### config.mk
export PLATFORM = sky130hd
export DESIGN_NAME = kbd_source_arbiter
export DESIGN_NICKNAME = d
export VERILOG_FILES = /design/src/rtl/apple1_kbd_pkg.sv /design/src/rtl/kbd_fifo.sv /design/src/rtl/kbd_source_arbiter.sv
export SDC_FILE = /design/constraint.sdc
export NUM_CORES = 1
export LEC_CHECK = 0
export ABC_AREA = 1
export BUFFER_PORTS_ARGS = -buffer_cell sky130_fd_sc_hd__buf_2
export CAP_MARGIN = 20
export CORE_MARGIN = 8
export CORE_UTILIZATION = 23
export CTS_BUF_LIST = sky130_fd_sc_hd__clkbuf_8
export CTS_CLUSTER_DIAMETER = 100
export CTS_CLUSTER_SIZE = 40
export DETAILED_ROUTE_END_ITERATION = 6
export SLEW_MARGIN = 20
export SYNTH_ARGS = -nofsm -noshare
export SYNTH_HDL_FRONTEND = slang
export SYNTH_SLANG_ARGS = --single-unit
### constraint.sdc
create_clock -name clk25 -period 5.81 [get_ports clk25]
set_clock_uncertainty 0.15 [all_clocks]
set_input_delay 1.162 -clock clk25 [delete_from_list [all_inputs] [get_ports clk25]]
set_output_delay 1.162 -clock clk25 [all_outputs]
set_load 0.05 [all_outputs]
### src/rtl/apple1_kbd_pkg.sv
// Shared constants, types and the character normalisation filter for the
// Apple 1 keyboard source arbiter.
package apple1_kbd_pkg;

  localparam logic [1:0] KBD_MODE_UART = 2'b00;
  localparam logic [1:0] KBD_MODE_PS2  = 2'b01;
  localparam logic [1:0] KBD_MODE_BOTH = 2'b10;

  localparam logic [6:0] ASCII_LF  = 7'h0A;
  localparam logic [6:0] ASCII_DEL = 7'h7F;
  localparam logic [6:0] APPLE1_BS = 7'h5F;

  typedef enum logic {GRANT_UART, GRANT_PS2} grant_e;
  typedef enum logic {HOLD_EMPTY, HOLD_FULL} hold_state_e;

  typedef struct packed {
    logic       keep;
    logic [6:0] ch;
  } filt_t;

  // Apple 1 only knows upper case; LF is meaningless to the monitor and dropped.
  function automatic filt_t kbd_filter(input logic [7:0] raw);
    filt_t      f;
    logic [6:0] d;
    d      = raw[6:0];
    f.keep = 1'b1;
    f.ch   = d;
    if (d == ASCII_LF) begin
      f.keep = 1'b0;
    end else if (d == ASCII_DEL) begin
      f.ch = APPLE1_BS;
    end else if ((d >= 7'h61) && (d <= 7'h7A)) begin
      f.ch = d - 7'h20;
    end
    return f;
  endfunction

  function automatic logic uart_enabled(input logic [1:0] mode);
    return mode != KBD_MODE_PS2;
  endfunction

  function automatic logic ps2_enabled(input logic [1:0] mode);
    return mode != KBD_MODE_UART;
  endfunction

endpackage

### src/rtl/kbd_fifo.sv
// Small per-source character FIFO; a push on a full FIFO only lands when a
// pop frees a slot in the same cycle.
module kbd_fifo
  import apple1_kbd_pkg::*;
#(
  parameter int unsigned DEPTH = 4
) (
  input  logic                     clk25,
  input  logic                     rst_n,
  input  logic                     flush,
  input  logic                     push,
  input  logic [6:0]               push_data,
  input  logic                     pop,
  output logic [6:0]               pop_data,
  output logic                     empty,
  output logic                     full,
  output logic [$clog2(DEPTH):0]   free_count
);

  localparam int unsigned AW = $clog2(DEPTH);
  localparam int unsigned CW = AW + 1;

  logic [6:0]    mem_q [DEPTH];
  logic [AW-1:0] wr_ptr_q, wr_ptr_d;
  logic [AW-1:0] rd_ptr_q, rd_ptr_d;
  logic [CW-1:0] count_q, count_d;
  logic          do_push, do_pop;

  always_comb begin
    empty      = (count_q == '0);
    full       = (count_q == CW'(DEPTH));
    free_count = CW'(DEPTH) - count_q;
    pop_data   = mem_q[rd_ptr_q];
  end

  always_comb begin
    do_pop   = pop & ~empty & ~flush;
    do_push  = push & ~flush & (~full | do_pop);
    wr_ptr_d = wr_ptr_q;
    rd_ptr_d = rd_ptr_q;
    count_d  = count_q + CW'(do_push) - CW'(do_pop);
    if (do_push) wr_ptr_d = wr_ptr_q + AW'(1);
    if (do_pop)  rd_ptr_d = rd_ptr_q + AW'(1);
    if (flush) begin
      wr_ptr_d = '0;
      rd_ptr_d = '0;
      count_d  = '0;
    end
  end

  always_ff @(posedge clk25) begin
    if (!rst_n) begin
      wr_ptr_q <= '0;
      rd_ptr_q <= '0;
      count_q  <= '0;
    end else begin
      wr_ptr_q <= wr_ptr_d;
      rd_ptr_q <= rd_ptr_d;
      count_q  <= count_d;
    end
  end

  always_ff @(posedge clk25) begin
    if (do_push) mem_q[wr_ptr_q] <= push_data;
  end

endmodule

### src/rtl/kbd_source_arbiter.sv
// Merges UART and PS/2 keyboard characters into the single Apple 1 KBD
// data/strobe register, with per-source FIFOs and round-robin sharing.
module kbd_source_arbiter
  import apple1_kbd_pkg::*;
#(
  parameter int unsigned DEPTH = 4
) (
  input  logic       clk25,
  input  logic       rst_n,
  input  logic [1:0] mode,
  input  logic       uart_valid,
  input  logic [7:0] uart_data,
  input  logic       ps2_valid,
  input  logic [7:0] ps2_data,
  input  logic       kbd_ack,
  output logic [7:0] kbd_data,
  output logic       kbd_ready,
  output logic       uart_cts,
  output logic       overflow
);

  localparam int unsigned CW = $clog2(DEPTH) + 1;

  hold_state_e   state_q, state_d;
  grant_e        last_grant_q, last_grant_d;
  logic [7:0]    kbd_data_q, kbd_data_d;
  logic          cts_q, cts_d;
  logic          overflow_q, overflow_d;

  logic          uart_en, ps2_en;
  filt_t         uart_f, ps2_f;
  logic          uart_push, ps2_push;
  logic          uart_pop, ps2_pop;
  logic [6:0]    uart_pop_data, ps2_pop_data;
  logic          uart_empty, ps2_empty, uart_full, ps2_full;
  logic [CW-1:0] uart_free, uart_free_next, ps2_free_unused;
  logic          uart_avail, ps2_avail;

  always_comb begin
    uart_en   = uart_enabled(mode);
    ps2_en    = ps2_enabled(mode);
    uart_f    = kbd_filter(uart_data);
    ps2_f     = kbd_filter(ps2_data);
    uart_push = uart_valid & uart_en & uart_f.keep;
    ps2_push  = ps2_valid & ps2_en & ps2_f.keep;
  end

  // A disabled source is flushed every cycle; since it also never pushes,
  // this is equivalent to a single flush on the disabling mode change.
  kbd_fifo #(.DEPTH(DEPTH)) u_uart_fifo (
    .clk25      (clk25),
    .rst_n      (rst_n),
    .flush      (~uart_en),
    .push       (uart_push),
    .push_data  (uart_f.ch),
    .pop        (uart_pop),
    .pop_data   (uart_pop_data),
    .empty      (uart_empty),
    .full       (uart_full),
    .free_count (uart_free)
  );

  kbd_fifo #(.DEPTH(DEPTH)) u_ps2_fifo (
    .clk25      (clk25),
    .rst_n      (rst_n),
    .flush      (~ps2_en),
    .push       (ps2_push),
    .push_data  (ps2_f.ch),
    .pop        (ps2_pop),
    .pop_data   (ps2_pop_data),
    .empty      (ps2_empty),
    .full       (ps2_full),
    .free_count (ps2_free_unused)
  );

  always_ff @(posedge clk25) begin
    if (!rst_n) begin
      state_q      <= HOLD_EMPTY;
      last_grant_q <= GRANT_PS2;
      kbd_data_q   <= '0;
      cts_q        <= 1'b0;
      overflow_q   <= 1'b0;
    end else begin
      state_q      <= state_d;
      last_grant_q <= last_grant_d;
      kbd_data_q   <= kbd_data_d;
      cts_q        <= cts_d;
      overflow_q   <= overflow_d;
    end
  end

  always_comb begin
    state_d      = state_q;
    last_grant_d = last_grant_q;
    kbd_data_d   = kbd_data_q;
    uart_pop     = 1'b0;
    ps2_pop      = 1'b0;
    uart_avail   = uart_en & ~uart_empty;
    ps2_avail    = ps2_en & ~ps2_empty;
    case (state_q)
      HOLD_EMPTY: begin
        if (uart_avail && (!ps2_avail || (last_grant_q == GRANT_PS2))) begin
          uart_pop     = 1'b1;
          kbd_data_d   = {1'b1, uart_pop_data};
          last_grant_d = GRANT_UART;
          state_d      = HOLD_FULL;
        end else if (ps2_avail) begin
          ps2_pop      = 1'b1;
          kbd_data_d   = {1'b1, ps2_pop_data};
          last_grant_d = GRANT_PS2;
          state_d      = HOLD_FULL;
        end
      end
      HOLD_FULL: begin
        if (kbd_ack) state_d = HOLD_EMPTY;
      end
      default: state_d = HOLD_EMPTY;
    endcase

    overflow_d = overflow_q
               | (uart_push & uart_full & ~uart_pop)
               | (ps2_push & ps2_full & ~ps2_pop);

    // CTS looks at occupancy after this cycle's push/pop, then is registered.
    uart_free_next = uart_free
                   - CW'(uart_push & (~uart_full | uart_pop))
                   + CW'(uart_pop);
    cts_d = uart_en & (uart_free_next >= CW'(2));
  end

  always_comb begin
    kbd_ready = (state_q == HOLD_FULL);
    kbd_data  = kbd_data_q;
    uart_cts  = cts_q;
    overflow  = overflow_q;
  end

endmodule

# After elaboration in Yosys (flattened, before gate mapping)
# Memories as Yosys holds them, arrays and structs flattened. A register that Yosys moved wholly into a read port is not among the register bits.
# Index checks and enable logic that the tools add are counted.
[op_classes]
magnitude_cmp = 5
n_addsub = 13
eq_ne = 7
reduce_logical = 12
bitwise = 33
n_mux = 28
[ops]
columns = ["cell", "n"]
rows = [
  ["two-way mux 7 bit", 6],
  ["bitwise AND 1 bit", 19],
  ["two-way mux 8 bit", 2],
  ["two-way mux 1 bit", 15],
  ["equality test 7 x 4 -> 1 bit (second input constant)", 2],
  ["equality test 7 bit (second input constant)", 2],
  ["greater-or-equal comparator 7 bit (second input constant)", 2],
  ["<= comparator 7 bit (second input constant)", 2],
  ["subtractor 7 x 6 -> 7 bit (second input constant)", 2],
  ["adder 3 x 1 -> 3 bit", 3],
  ["adder 2 x 1 -> 2 bit (second input constant)", 4],
  ["two-way mux 2 bit", 4],
  ["inverter 1 bit", 7],
  ["equality test 3 bit (second input constant)", 2],
  ["zero test 3 bit", 2],
  ["AND reduction 2 bit", 3],
  ["subtractor 3 x 1 -> 3 bit", 2],
  ["bitwise OR 1 bit", 4],
  ["nonzero test 2 bit", 2],
  ["bitwise AND 1 x 3 -> 3 bit", 1],
  ["greater-or-equal comparator 3 x 2 -> 1 bit (second input constant)", 1],
  ["logical AND 1 bit", 3],
  ["inverter 1 -> 3 bit", 1],
  ["bitwise OR 3 x 1 -> 3 bit", 1],
  ["6 further kinds", 6],
]
[totals]
output_inout_bits = 11
memories = 2
reg_bits = 26
ram_bits = 56
[memory_table]
columns = ["memory", "depth", "width", "rd", "rd_ports_with_merged_regs", "wr", "line_no", "source"]
rows = [
  ["u_ps2_fifo.mem_q", 4, 7, 1, 1, 1, "kbd_fifo.sv:23", "logic [6:0] mem_q [DEPTH];"],
  ["u_uart_fifo.mem_q", 4, 7, 1, 1, 1, "kbd_fifo.sv:23", ""],
]

# Depth between registers and ports, before layout
# Gate-level depths: netlist of the first run.
[logic_depth]
word_depth = 14
ltp_mapped = 14
depth_no_buf = 14

# Modules after synthesis
# Synthesis of the first run repeated with hierarchy kept, for this count alone.
[hier_totals]
cells_unflattened = 460
hier_area_um2 = 4229.1
[by_module_without_submodules]
columns = ["module", "seq_area_each_um2", "area_each_um2", "cells_per_inst", "n_inst"]
rows = [
  ["kbd_fifo", 1021.0, 1590.3, 141, 2],
  ["kbd_source_arbiter", 240.2, 1048.5, 178, 1],
]

# Least setup slack after synthesis of the first run
# OpenSTA, ideal clock, no wires.
[synth_path]
kind = "in2reg"
startpoint = "input mode[0]"
endpoint = "register u_ps2_fifo.count_q[2]"
setup_time_ns = 0.070
path_buffers = 0
t_arrival_ns = 3.063
path_stages = 14
slack_ns = 2.527
cell_sequence = "inv_1 -> nor2_1 -> a21oi_4 -> nand2_4 -> nand2_4 -> inv_2 -> ha_1 -> inv_1 -> ha_1 -> inv_1 -> fa_1 -> xnor2_1 -> or2_2 -> a21oi_1"
[synth_between]
elab_chain_len = 13
word_cells_on_any_way = 20
classes_between = "add/sub (2); eq/ne (1); mux (3); bitwise (9); reduce/logical (5)"
[synth_lines]
columns = ["element", "line_no", "source"]
rows = [
  ["from (decl)", "kbd_source_arbiter.sv:10", "input logic [1:0] mode,"],
  ["nonzero test 2 bit", "apple1_kbd_pkg.sv:43", "return mode != KBD_MODE_UART;"],
  ["bitwise AND 1 bit", "kbd_source_arbiter.sv:99", "ps2_avail = ps2_en & ~ps2_empty;"],
  ["zero test 1 bit", "kbd_source_arbiter.sv:102", "if (uart_avail && (!ps2_avail || (last_grant_q == GRANT_PS2))) begin"],
  ["logical OR 1 bit", "kbd_source_arbiter.sv:102", ""],
  ["logical AND 1 bit", "kbd_source_arbiter.sv:102", ""],
  ["two-way mux 1 bit", "kbd_source_arbiter.sv:102", ""],
  ["two-way mux 1 bit", "kbd_source_arbiter.sv:100", "case (state_q)"],
  ["bitwise AND 1 bit", "kbd_fifo.sv:37", "do_pop = pop & ~empty & ~flush;"],
  ["bitwise AND 1 bit (*)", "kbd_fifo.sv:37", ""],
  ["named net u_ps2_fifo.do_pop", "kbd_fifo.sv:27", "logic do_push, do_pop;"],
  ["bitwise OR 1 bit", "kbd_fifo.sv:38", "do_push = push & ~flush & (~full | do_pop);"],
  ["bitwise AND 1 bit", "kbd_fifo.sv:38", ""],
  ["adder 3 x 1 -> 3 bit", "kbd_fifo.sv:41", "count_d = count_q + CW'(do_push) - CW'(do_pop);"],
  ["subtractor 3 x 1 -> 3 bit (*)", "kbd_fifo.sv:41", ""],
  ["to (signal assigned)", "kbd_fifo.sv:59", "count_q <= count_d;"],
  ["to (decl)", "kbd_fifo.sv:26", "logic [CW-1:0] count_q, count_d;"],
]
# The timed path passes the listed nets; every way through them passes the cells marked *.
# A chain may end at the register's enable or synchronous reset.

# Worst setup path after layout of the first run
# Same ends and word-level chain as after synthesis.

==> metrics.cfg, run 1 <==
[outcome]
run_status=completed

[routing]
drt_iter0_drc=175
num_vias=2722
dr.pass1.iters=4
post_drt_wl_per_cell_um=11.4
vias_per_cell=3.94
wl_um=7890
remaining_drc_errors=0
ant_nets=0

[final_layout]
diodes=0
stdcell_count=690
final_cell_mix=nor2_1 (78), inv_1 (63), edfxtp_1 (56)
layout.cells.most_common=nor2_1
area_delta_synth_final_pct=14.1
nNetsFinal=501
fillers=1859
drive_gt1_frac=0.151

[synth]
synth_cell_types=32
async_reset_ff_frac=0
yosysWarnings=0
syn_inst=436
synth_top_cell_area_share=0.415
synth_top_flop_cell=edfxtp_1
synth_top_area_cell=edfxtp_1
seq_area_frac_synth=0.563
synth_area_per_cell_um2=9.30
synth_edf_count=56
synth_nets=477
synth-seq-cells=86
synth_area_mm2=0.00406
yosys-top-cells-area=edfxtp_1 (41%), dfxtp_1 (15%), nor2_1 (7.2%)

[worst_setup_path]
rr_startpoint=u_ps2_fifo.count_q[1]$_SDFF_PN0_
r2r-end=u_ps2_fifo.count_q[2]$_SDFF_PN0_
crit_fanout=9
cp_cell_sequence=buf_2 -> inv_1 -> nor2_1 -> a21oi_4 -> nand2_4 -> nand2_4 -> inv_2 -> ha_1 -> inv_1 -> ha_1 -> inv_1 -> fa_1 -> xnor2_1 -> or2_2 -> a21oi_1
cp-end-kind=register
required_ns=5.95
slowest_delay_ns=0.37
slowest_stage=fa_1
ff2ff_path_depth=14
worstPathArrival_ns=3.28
critical_path.top_delay_family=adder cells
crit_type=primary input to register
timing.reg2reg.setup_slack_ns=3.21
cp-start-kind=primary input
crit_top_cell=inv_1
path_buf_inv=5

[grt]
grt_max_degree=18
grt-ovfl-total=0
grt_util_all_layers=0.0748
grt_pass1_wl_um=13000
antenna_found_initial=0
grt_pass1_vias=2630

[timing]
period_share=0.539
drv_slew=0
tightest_slew_ns=0.700
final_hold_viol_count=0
finalSetupViolations=0
min_period_ns=3.13
max_slew_margin=0.531
fmax_mhz=319
setup_tns_ns=0
rsz0062_at_grt=false

[floorplan]
core_region_area_mm2=0.0173
pin_count=34
start_util=0.235
die_y_um=149
fp.dieW_um=149
fp-row-count=48
die-area_mm2=0.0221

[clocking]
clock_latency_ns=0.36
cts_buffer_depth=2
clk_pin_slew_ns=0.08
htreeDepth=3
clock_sinks=86
tritoncts=yes
cts-resized-gates=0
cts_hold_buf=0
post_cts_buffers=0
numCtsBuffers=9
clockRootBuffer=clkbuf_8

[place]
dp.cells=674
io_buffers=31
routabilityCongestion=0.728
dp_hpwl_um=5680

[power_and_ir_drop]
p_leak_nw=1.91
irDropWorstVdd_mv=0.218
power_density_mw_per_mm2=419

[hold_path]
whs_path_depth=2
min_path_type=register to register
hold_start=u_ps2_fifo.rd_ptr_q[1]$_SDFFE_PN0P_

[flow_run]
maxCapViolations=0

-- cells in the mapped netlist (all sizes together) (2+ instances only) --
cell    count
xnor2       2
or2         9
fa          2
o21ai      50
buf         8
o22ai       2
edfxtp     56
clkbuf     10
ha         16
dfxtp      30
nor2       80
nand4       5
inv        63
nand3      30
a21oi      13
nor3        2
nand3b      2
nand2      52
-- per-layer routing --
metal  GRT usage  vias up  wire, µm
li1            -     1470         -
met1      0.0933     1204      3750
met2       0.118       36      3700
met3      0.0137       12       240
met4      0.0469        0       199
met5           0        -         0
-- power by group --
part / internal, mW / switching, mW / total [mW]
combinational: 0.237 / 0.450 / 0.688
clock: 0.249 / 0.202 / 0.451
sequential: 0.739 / 0.0626 / 0.802
-- registers in the layout, summed over array words and instances (netlist names), named ones only --
name                  count
u_uart_fifo.count_q       3
uart_cts                  1
last_grant_q              1
u_uart_fifo.rd_ptr_q      2
u_uart_fifo.wr_ptr_q      2
u_ps2_fifo.mem_q         28
u_uart_fifo.mem_q        28
u_ps2_fifo.wr_ptr_q       2
u_ps2_fifo.count_q        3
kbd_data                  8
kbd_ready                 1
overflow                  1
u_ps2_fifo.rd_ptr_q       2
-- per-stage QoR --
step | setup slack [ns] | power [mW] | hold slack (ns) | area [µm²] | utilization
floorplan | 2.53 | 1.37 | 0.283 | 4060 | -
global placement | 2.28 | 1.50 | 0.302 | 4410 | 0.255
detailed placement | 2.28 | 1.51 | 0.306 | 4410 | 0.255
CTS | 2.67 | 1.97 | 0.325 | 4630 | 0.268
global route | 2.52 | 2.09 | 0.368 | 4630 | 0.268
finish | 2.68 | 1.94 | 0.318 | 4630 | 0.268
-- worst max-delay path by stage --
stage / from / slack, ns / cells after the start / endpoint
detailed placement: mode[0] / 2.28 / 15 / u_ps2_fifo.count_q[2]$_SDFF_PN0_
global placement: mode[0] / 2.28 / 15 / u_ps2_fifo.count_q[2]$_SDFF_PN0_
global route: mode[0] / 2.52 / 15 / u_ps2_fifo.count_q[2]$_SDFF_PN0_
CTS: mode[0] / 2.67 / 15 / u_ps2_fifo.count_q[2]$_SDFF_PN0_
floorplan: mode[0] / 2.53 / 14 / u_ps2_fifo.count_q[2]$_SDFF_PN0_
finish: mode[0] / 2.68 / 15 / u_ps2_fifo.count_q[2]$_SDFF_PN0_
-- final cells by class --
| cell class | count | area (µm²) | share of cell area |
|---|---|---|---|
| clock buffer | 10 | 138 | 0.0297 |
| clock inverter | 6 | 77.6 | 0.0168 |
| inverter | 63 | 236 | 0.0511 |
| multi-input combinational | 269 | 1460 | 0.315 |
| sequential | 86 | 2280 | 0.493 |
| tap | 225 | 282 | 0.0608 |
| timing repair buffer | 31 | 155 | 0.0335 |
-- tightest hold or removal path: stages, from the launching register on --
cell     delay, ns
dfxtp_1       0.32
inv_1         0.05
a21oi_1       0.06
-- logic make-up (layout without fill, tap and decap cells) --
group                    after synthesis  after routing  synth area share
XOR/XNOR                               3              3           0.00648
buffers and inverters                 81            110            0.0780
flip-flops                            86             86             0.563
AND/OR/NAND/NOR                      180            180             0.204
AO/OA/AOI/OAI                         68             68            0.0901
adder cells (fa/ha/maj)               18             18            0.0592
No activity file was read; power rests on OpenSTA's default activity.
==> run 2: changes to the inputs <==
==> constraint.sdc (replaced) <==
create_clock -name clk25 -period 3.2 [get_ports clk25]
set_clock_uncertainty 0.15 [all_clocks]
set_input_delay 0.64 -clock clk25 [delete_from_list [all_inputs] [get_ports clk25]]
set_output_delay 0.64 -clock clk25 [all_outputs]
set_load 0.05 [all_outputs]
==> run 2 against run 1 <==
  * Non-clock buffer count is 8 higher
  * Combinational power rose by 83%
  * Utilization up 0.58 points
  * First-iteration DRC count grew 3.4%
  * Cell area is 2.2% higher
  * Critical path depth is the same
  * Final cell count is 1.2% higher
  * Die area stayed put
  * Highest routed layer unchanged
==> metrics.cfg, run 2 (synthesized netlist as in run 1, its figures left out) <==
[floorplan]
fp-row-count=48  ; unchanged
start_util=0.235  ; unchanged
pin_count=34  ; unchanged
core_region_area_mm2=0.0173  ; unchanged
fp.dieW_um=149  ; unchanged
die_y_um=149  ; unchanged
die-area_mm2=0.0221  ; unchanged

[place]
postPlaceCellArea_mm2=0.00447  ; +1.4%
routabilityCongestion=0.742  ; +1.9%
io_buffers=31  ; unchanged
dp_hpwl_um=5660  ; -0.36%

[clocking]
post_cts_buffers=0  ; unchanged
clk_pin_slew_ns=0.08  ; about the same
cts_buffer_depth=2  ; unchanged
htreeDepth=3  ; unchanged
cts_hold_buf=0  ; unchanged
tritoncts=yes
numCtsBuffers=9  ; unchanged
clockRootBuffer=clkbuf_8
cts-resized-gates=0  ; unchanged
clock_latency_ns=0.35  ; about the same
clock_sinks=86  ; unchanged

[routing]
vias_per_cell=3.99  ; +1.1%
post_drt_wl_per_cell_um=11.2  ; -2.2%
ant_nets=0  ; unchanged
dr.pass1.iters=4  ; unchanged
remaining_drc_errors=0  ; unchanged
num_vias=2785  ; +2.3%
wl_um=7810  ; -1.1%
drt_iter0_drc=181  ; +3.4%

[power_and_ir_drop]
irDropWorstVdd_mv=0.391  ; +79%
p_sw_mw=1.30  ; +81%
comb_power_share=0.343  ; -0.011
p_clk_frac=0.260  ; +0.028
power_density_mw_per_mm2=776  ; +85%
netSwitchingFraction=0.353  ; -0.0149
p_leak_nw=1.97  ; +3.2%
seqPwrFrac=0.396  ; -0.017
p_int_mw=2.37  ; +94%

[worst_setup_path]
critical_path.top_delay_family=adder cells
slowest_stage=fa_1
worstPathArrival_ns=2.79  ; -0.49 ns
crit_top_cell=inv_1
slowest_delay_ns=0.37  ; about the same
r2r-end=u_ps2_fifo.count_q[2]$_SDFF_PN0_
crit_type=primary input to register
required_ns=3.33  ; -2.62 ns
timing.reg2reg.setup_slack_ns=0.56  ; -2.65 ns
ff2ff_path_depth=14  ; unchanged
cp-start-kind=primary input
cp_cell_sequence=buf_2 -> inv_1 -> nor2_1 -> a21oi_4 -> nand2_4 -> nand2_4 -> inv_2 -> ha_1 -> inv_1 -> ha_1 -> inv_1 -> fa_1 -> xnor2_1 -> or2_2 -> a21oi_1
rr_startpoint=u_ps2_fifo.count_q[1]$_SDFF_PN0_
crit_fanout=9  ; unchanged
cp-end-kind=register
path_buf_inv=5  ; unchanged

[hold_path]
min_path_type=register to register
hold_start=u_uart_fifo.rd_ptr_q[1]$_SDFFE_PN0N_
whs_path_depth=2  ; unchanged

[timing]
drv_slew=0  ; unchanged
setup_tns_ns=0  ; unchanged
final_hold_viol_count=0  ; unchanged
min_period_ns=2.66
rsz0062_at_grt=false
fmax_mhz=375
period_share=0.832
tightest_slew_ns=0.524  ; -0.177 ns
finalSetupViolations=0  ; unchanged
max_slew_margin=0.650  ; +0.119

[grt]
grt_max_degree=18  ; unchanged
grt_pass1_wl_um=12800  ; -1.0%
grt_util_all_layers=0.0741  ; -0.000615
antenna_found_initial=0  ; unchanged
grt_pass1_vias=2605  ; -0.95%
grt-ovfl-total=0  ; unchanged

[final_layout]
area_delta_synth_final_pct=16.6
nNetsFinal=509  ; +1.6%
drive_gt1_frac=0.163  ; +0.0123
layout.cells.most_common=nor2_1
design_area_mm2=0.00473  ; +2.2%
diodes=0  ; unchanged
final_cell_mix=nor2_1 (78), inv_1 (64), edfxtp_1 (56)

[outcome]
run_status=completed

[flow_run]
maxCapViolations=0  ; unchanged

## run 2: how the worst max path moves through the flow
stage	depth (start not counted)	to	slack, ns	start
after floorplan	14	u_ps2_fifo.count_q[2]$_SDFF_PN0_	0.44	mode[0]
after global placement	15	u_ps2_fifo.count_q[2]$_SDFF_PN0_	0.21	mode[0]
after detailed placement	15	u_ps2_fifo.count_q[2]$_SDFF_PN0_	0.17	mode[0]
after CTS	14	u_ps2_fifo.count_q[2]$_SDFF_PN0_	0.54	u_ps2_fifo.count_q[1]$_SDFF_PN0_
after global routing	14	u_ps2_fifo.count_q[2]$_SDFF_PN0_	0.36	u_ps2_fifo.count_q[1]$_SDFF_PN0_
final	15	u_ps2_fifo.count_q[2]$_SDFF_PN0_	0.54	mode[0]
## run 2: final cells by class
| cell class | instances | area (µm²) |
|---|---|---|
| fillers | 1846 | 12600 |
| flip-flops and latches | 86 | 2280 |
| clock inverters | 7 | 131 |
| well taps | 225 | 282 |
| clock buffers | 9 | 124 |
| multi-input cells | 269 | 1460 |
| repair buffers | 39 | 215 |
| inverters | 63 | 236 |
## run 2: through the flow
stage	instances	power, mW	hold WS (ns)	setup slack, ns	util
floorplan	436	2.48	0.283	0.439	-
global placement	682	2.74	0.303	0.205	0.259
detailed placement	682	2.75	0.304	0.165	0.259
CTS	698	3.71	0.323	0.542	0.273
global route	698	3.96	0.346	0.364	0.273
finish	698	3.67	0.321	0.536	0.273
## run 2: worst min-delay path: cells and delay by family, from the launching register on
kind	cells	cell delay, ns
flops	1	0.32
compound gates	1	0.06
buf+inv	1	0.05
## run 2: layer usage
layer / up-vias / global-route usage / routed length, µm
met2: 42 / 0.118 / 3560
met5: - / 0 / 0
met3: 11 / 0.0161 / 217
li1: 1483 / - / -
met4: 0 / 0.0369 / 162
met1: 1249 / 0.0940 / 3870
## run 2: power groups by stage
| stage | clock network [mW] | registers, mW | logic (mW) |
|---|---|---|---|
| final | 0.956 | 1.45 | 1.26 |
| after global routing | 1.03 | 1.48 | 1.46 |
| after CTS | 0.979 | 1.46 | 1.28 |
| after detailed placement | 0 | 1.48 | 1.27 |
| after global placement | 0 | 1.48 | 1.26 |
| after floorplan | 0 | 1.60 | 0.879 |
